[src/rtl/bnn_accum_thresh.sv]
// bnn_accum_thresh: accumulates one neuron's signed products with saturation,
// then holds a thresholded binary activation until the consumer takes it.
module bnn_accum_thresh #(
    parameter int IN_WIDTH  = 14,
    parameter int ACC_WIDTH = 18,
    parameter int MAX_TERMS = 64,
    localparam int CW = $clog2(MAX_TERMS) + 1
) (
    input  logic                        clk,
    input  logic                        reset,
    input  logic                        in_valid,
    output logic                        in_ready,
    input  logic signed [IN_WIDTH-1:0]  in_data,
    input  logic                        in_last,
    input  logic signed [ACC_WIDTH-1:0] thr,
    output logic                        out_valid,
    input  logic                        out_ready,
    output logic signed [ACC_WIDTH-1:0] out_sum,
    output logic                        out_bit,
    output logic                        out_sat,
    output logic [CW-1:0]               out_count,
    output logic                        out_forced
);
    typedef enum logic {ACCUM, HOLD} state_t;

    localparam logic signed [ACC_WIDTH-1:0] MAX_V = {1'b0, {(ACC_WIDTH-1){1'b1}}};
    localparam logic signed [ACC_WIDTH-1:0] MIN_V = {1'b1, {(ACC_WIDTH-1){1'b0}}};

    state_t state, next_state;
    logic signed [ACC_WIDTH-1:0] acc, thr_q, base, thr_eff, clamped;
    logic signed [ACC_WIDTH:0] wide;
    logic [CW-1:0] count, count_nx;
    logic sat, sat_nx, clip, first, take, close, done;

    always_comb begin
        first    = count == '0;
        take     = in_valid && state == ACCUM;
        done     = out_ready && state == HOLD;
        base     = first ? '0 : acc;
        // One guard bit is enough: a single add can overflow by at most one bit.
        wide     = {base[ACC_WIDTH-1], base}
                 + {{(ACC_WIDTH+1-IN_WIDTH){in_data[IN_WIDTH-1]}}, in_data};
        clip     = wide[ACC_WIDTH] != wide[ACC_WIDTH-1];
        clamped  = clip ? (wide[ACC_WIDTH] ? MIN_V : MAX_V) : wide[ACC_WIDTH-1:0];
        sat_nx   = sat | clip;
        thr_eff  = first ? thr : thr_q;
        count_nx = count + 1'b1;
        close    = take && (in_last || count_nx == CW'(MAX_TERMS));
        next_state = state == ACCUM ? (close ? HOLD : ACCUM) : (out_ready ? ACCUM : HOLD);
        in_ready   = state == ACCUM;
        out_valid  = state == HOLD;
    end

    always_ff @(posedge clk or negedge reset)
        if (!reset) state <= ACCUM;
        else state <= next_state;

    always_ff @(posedge clk or negedge reset) begin
        if (!reset) begin
            acc        <= '0;
            thr_q      <= '0;
            count      <= '0;
            sat        <= 1'b0;
            out_sum    <= '0;
            out_bit    <= 1'b0;
            out_sat    <= 1'b0;
            out_count  <= '0;
            out_forced <= 1'b0;
        end else begin
            if (take) begin
                acc   <= clamped;
                count <= count_nx;
                sat   <= sat_nx;
                if (first) thr_q <= thr;
            end
            if (close) begin
                out_sum    <= clamped;
                out_bit    <= clamped >= thr_eff;
                out_sat    <= sat_nx;
                out_count  <= count_nx;
                out_forced <= !in_last;
            end
            if (done) begin
                count <= '0;
                sat   <= 1'b0;
            end
        end
    end
endmodule
[config.mk]
export PLATFORM = sky130hd
export DESIGN_NAME = bnn_accum_thresh
export DESIGN_NICKNAME = d
export VERILOG_FILES = /design/src/rtl/bnn_accum_thresh.sv
export SDC_FILE = /design/constraint.sdc
export NUM_CORES = 1
export LEC_CHECK = 0
export BUFFER_PORTS_ARGS = -buffer_cell sky130_fd_sc_hd__buf_2
export CAP_MARGIN = 20
export CORE_MARGIN = 2
export CORE_UTILIZATION = 40
export DETAILED_ROUTE_END_ITERATION = 8
export GPL_ROUTABILITY_DRIVEN = 0
export GPL_TIMING_DRIVEN = 0
export HOLD_SLACK_MARGIN = 0.02
export PLACE_DENSITY = 0.63
export RECOVER_POWER = 50
export SYNTH_ARGS = -nofsm -noshare
export SYNTH_HDL_FRONTEND = slang
export SYNTH_SLANG_ARGS = --single-unit
[constraint.sdc]
create_clock -name clk -period 8.03 [get_ports clk]
set_input_delay 0.4015 -clock clk [delete_from_list [all_inputs] [get_ports clk]]
set_output_delay 0.4015 -clock clk [all_outputs]
set_load 0.02 [all_outputs]
-- Word-level counts from Yosys, hierarchy flattened
Index checks and enable logic that the tools add are counted.
- register bits after elaboration: 73
- latch bits: 0
- bits in writable memories: 0
- memory bits (read-only): 0
- bits of input ports: 37
- output and inout port bits: 30
- word-level logic and storage cells: 35
- memories kept: 0
- add/subtract/negate cells: 2
- multipliers: 0
- divide/modulo/power cells: 0
- $lt $le $gt $ge: 1
- equality and inequality tests: 2
- shift operators: 0
- multiplexer cells: 11
- bitwise operators: 2
- reduce and logical (&&, ||, !) cells: 7
- operators with widths (cell ; count):
    $mux 18 ; 4
    $add 18x14->19 ; 1
    $ge 18x18->1 ; 1
    $mux 7 ; 2
    $add 7x1->7 const B ; 1
    $eq 7x7->1 const B ; 1
    $logic_not 7->1 ; 1
    $mux 1 ; 5
    $logic_and 1x1->1 ; 3
    $reduce_bool 2->1 ; 1
    $logic_not 1->1 ; 1
    $logic_or 1x1->1 ; 1
    $ne 1x1->1 ; 1
    $not 1->1 ; 1
    $or 1x1->1 ; 1

-- Logic depth before layout (Yosys ltp)
- word-level depth: 7
- mapped depth: 28

-- Worst setup path before layout
No wires, ideal clock.
- path kind: reg2reg
- from: register count[0]
- to: register out_bit
- library setup time: 0.127 ns
- arrival: 5.867 ns
- data required time: 7.903 ns
- path slack: 2.036 ns
- stages on the path, launching flop included: 27
- period minus slack after synthesis: 5.994 ns
- path through: dfrtp_1 inv_1 ha_1 nand3b_1 clkbuf_1 buf_2 clkbuf_1 and2_1 ha_1 a21oi_1 o211ai_1 a221o_1 o21ai_1 nor3b_1 a311o_1 ha_1 o31a_1 o31ai_2 a21boi_1 inv_1 ha_1 a21oi_1 o21ai_0 a2111o_1 a2111oi_0 xnor2_1 a31oi_1
- elaborated cells on any way between the ends: 12
- those cells by class: add/sub: 2; order compare: 1; eq/ne: 2; mux: 4; reduce/logical: 3
- RTL lines (what ; RTL line ; text):
    start, declared ; 32 ; logic [CW-1:0] count, count_nx;
    start signal, assigned ; 72 ; count <= count_nx;
    $add 7x1->7 ; 47 ; count_nx = count + 1'b1;
    via count_nx[0] ; 32 ;
    $eq 7x7->1 ; 48 ; close = take && (in_last || count_nx == CW'(MAX_TERMS));
    $logic_or 1x1->1 ; 48 ;
    $logic_and 1x1->1 ; 48 ;
    end signal, assigned ; 78 ; out_bit <= clamped >= thr_eff;
    end, declared ; 19 ; output logic out_bit,
The timed path passes the listed nets, and every way through them passes these cells.
A chain may end at the register's enable or synchronous reset.

-- Worst setup path after layout
Same ends and word-level chain as after synthesis.

==> impl_metrics.tcl <==
set metrics [dict create \
    fin_crit_ns 7.50 \
    drtIter0Drc 313 \
    grt_usage_pct 20.4 \
    core.rowCount 40 \
    synth.area.top_cells "dfrtp_1, ha_1, nand2_1, mux2_2, o21ai_0" \
    ys_ff_latch 73 \
    vias_per_cell 5.58 \
    timing.rr.end "out_bit" \
    crit_chain "inv_1 > ha_1 > nand3b_1 > clkbuf_1 > buf_2 > clkbuf_1 > and2_1 > ha_1 > a21oi_1 > o211ai_1 > a221o_1 > o21ai_1 > nor3b_1 > a311o_1 > ha_1 > clkbuf_1 > o21ai_1 > ha_1 > a211oi_1 > nor2_1 > a2111o_1 > a2111oi_0 > xnor2_1 > a31oi_1" \
    max-slew-margin-rel_pct -153 \
    cp.required_ns 8.25 \
    routedWlPerCell_um 16.5 \
    place_hpwl_um 9520 \
    synth.distinct_cells 58 \
    drv_slew 72 \
    die_x_um 114 \
    cts.sinks 73 \
    cp_max_fo 10 \
    tritoncts "built" \
    multiInputGateArea_um2 2800 \
    drv_cap 1 \
    cpMaxStageDelayCell "a2111oi_0" \
    drc 0 \
    synth_cells 525 \
    synth_top_flop_cell "dfrtp_1" \
    rr_worst_depth 24 \
    yosys.area.top_type "dfrtp_1" \
    grt_pass1_vias 4213 \
    cp-endpoint "out_bit" \
    fmax_ghz 0.133 \
    wl_um 12500 \
    worstSetupStartpoint "count[0]" \
    postSynthAreaPerCell_um2 9.14 \
    async_reset_ff_share_pct 100 \
    yosysWarnings 0 \
    crit_path_frequent_cell "ha_1" \
    n_antenna_cell 0 \
    start_util_pct 40.5 \
    fin_crit_sh_pct 93.4 \
    grt_pass1_wl_um 20600 \
    io_buffers 65 \
    vias 4213 \
    status "finished with violations" \
    start_kind "flip-flop" \
    violations "max-capacitance violations, max-slew violations" \
    r2r_start "count[0]" \
    io_pins 67 \
    crit_arrival_ns 7.72 \
    die_h_um 114 \
    dr.pass1.iters 6 \
    cts_max_path_buffers 2 \
    grt_setup_unrepaired "false" \
    reg2reg_setup_slack_ns 0.53 \
    cts.htree.levels 3 \
    path_depth 24 \
    finalClockSkew_ns 0.00658 \
    hold_path_startpoint "out_ready" \
    path_delay_family "compound AO/OA/AOI/OAI gates" \
    synth_top_area_share_pct 38.1 \
    root_buffer "clkbuf_16" \
    endpoint_kind "flip-flop" \
    clock_latency_ns 0.33 \
    fin_tns_setup_ns 0 \
    final_net_count 681 \
    area_growth_pct 17.0 \
    crit_type "flip-flop to flip-flop" \
    worstMarginPinSlew_ns 3.79 \
    critPathMaxStageDelay_ns 0.50 \
    core_um2 11900 \
    yosysSeqAreaShare_pct 38.1 \
    ant_nets 0 \
    drive_above_1_share_pct 16.8 \
    grt_max_degree 72 \
    filler_cell_count 1138 \
    synth_area_um2 4800 \
    grt_overflow 0 \
    cts_buffers 9 \
    dieArea_um2 12900 \
    setup_violations 0 \
    worst-path-buf-inv 5 \
    seq_area_um2 1830 \
    antenna_found_initial 0 \
    clk_pin_slew_ns 0.06 \
    hold_path.class "primary input to flip-flop" \
    synth_edf_count 0 \
    hold_viol 0 \
    syn_nets 603 \
]
[cells in the mapped netlist (all sizes together) (7+ instances only)]
| cell type | instances |
|---|---|
| xor2 | 7 |
| ha | 40 |
| o21a | 7 |
| and2 | 20 |
| inv | 15 |
| nor2 | 37 |
| nand3 | 9 |
| dfrtp | 73 |
| mux2 | 21 |
| o21ai | 57 |
| a21oi | 38 |
| clkbuf | 15 |
| mux2i | 18 |
| o31ai | 8 |
| nand2 | 66 |
| buf | 9 |
[routing by layer]
metal	vias up	wire [um]	global-route usage, %
li1	2044	-	-
met1	2020	5820	27.3
met2	125	5760	33.1
met3	24	612	4.14
met4	0	296	6.99
met5	-	0	0
[area by class of cell]
cell class | instances | area share (%)
Sequential cell | 73 | 32.5
Buffer | 24 | 2.05
Clock inverter | 2 | 0.624
Tap cell | 147 | 3.27
Multi-Input combinational cell | 412 | 49.9
Clock buffer | 14 | 4.88
Timing Repair Buffer | 67 | 5.68
Inverter | 16 | 1.07
[how the worst min path moves through the flow]
stage                         to  slack, ns  cells past startpoint
finish                 out_valid       0.28                      2
global route           out_valid       0.27                      2
CTS                    out_valid       0.26                      2
detailed placement  out_count[6]       0.21                      1
global placement         acc[16]       0.46                      2
floorplan                 acc[0]       0.11                      0
[logic make-up after synthesis]
group,count (synthesis),share of synthesized area [%]
xor+xnor,13,2.37
buf+inv,40,3.65
compound gates,151,19.7
simple gates,168,16.7
mux,39,8.68
flops,73,38.1
fa+ha+maj,41,10.8
[sequential cells by signal, indices dropped and copies added, names as in the netlist]
| register | count |
|---|---|
| acc | 18 |
| count | 7 |
| out_bit | 1 |
| out_count | 7 |
| out_forced | 1 |
| out_sat | 1 |
| out_sum | 18 |
| out_valid | 1 |
| sat | 1 |
| thr_q | 18 |
[repair_timing]
action | 4_1_cts | 5_1_grt
resized for setup | 0 | 1
hold buffers | 1 | 0
hold endpoints to repair | 2 | 0
endpoints found under the setup margin | 0 | 1
buffers inserted | 0 | 0
[cells in the final DEF (no fill, tap or decap), drive strengths merged, types with 3 or more instances in the layout]
master	n
dfrtp	73
nand2	66
buf	58
o21ai	57
clkbuf	46
ha	40
a21oi	38
nor2	37
mux2	21
and2	20
mux2i	18
inv	15
nand3	9
o31ai	8
o21a	7
xor2	7
a21o	6
xnor2	6
a211oi	6
a31oi	5
nand4	5
nand2b	4
nor3b	4
and3	4
nor2b	4
or3	4
nor3	4
o211ai	3
o31a	3
o21bai	3
a41oi	3
[metrics by stage]
stage	util, %	instance area, um^2	instances	setup WS [ns]	hold slack (ns)
final	47.4	5620	755	0.526	0.277
after global routing	47.4	5620	755	0.0165	0.270
after CTS	47.7	5660	755	0.551	0.263
after detailed placement	45.0	5340	738	0.587	0.207
after global placement	44.8	5310	737	0.701	0.457
after floorplan	-	4800	525	2.04	0.106
Power is left out: the tool's default activity adds up to more than one toggle a clock period on the data nets, which glitch-free logic cannot reach.
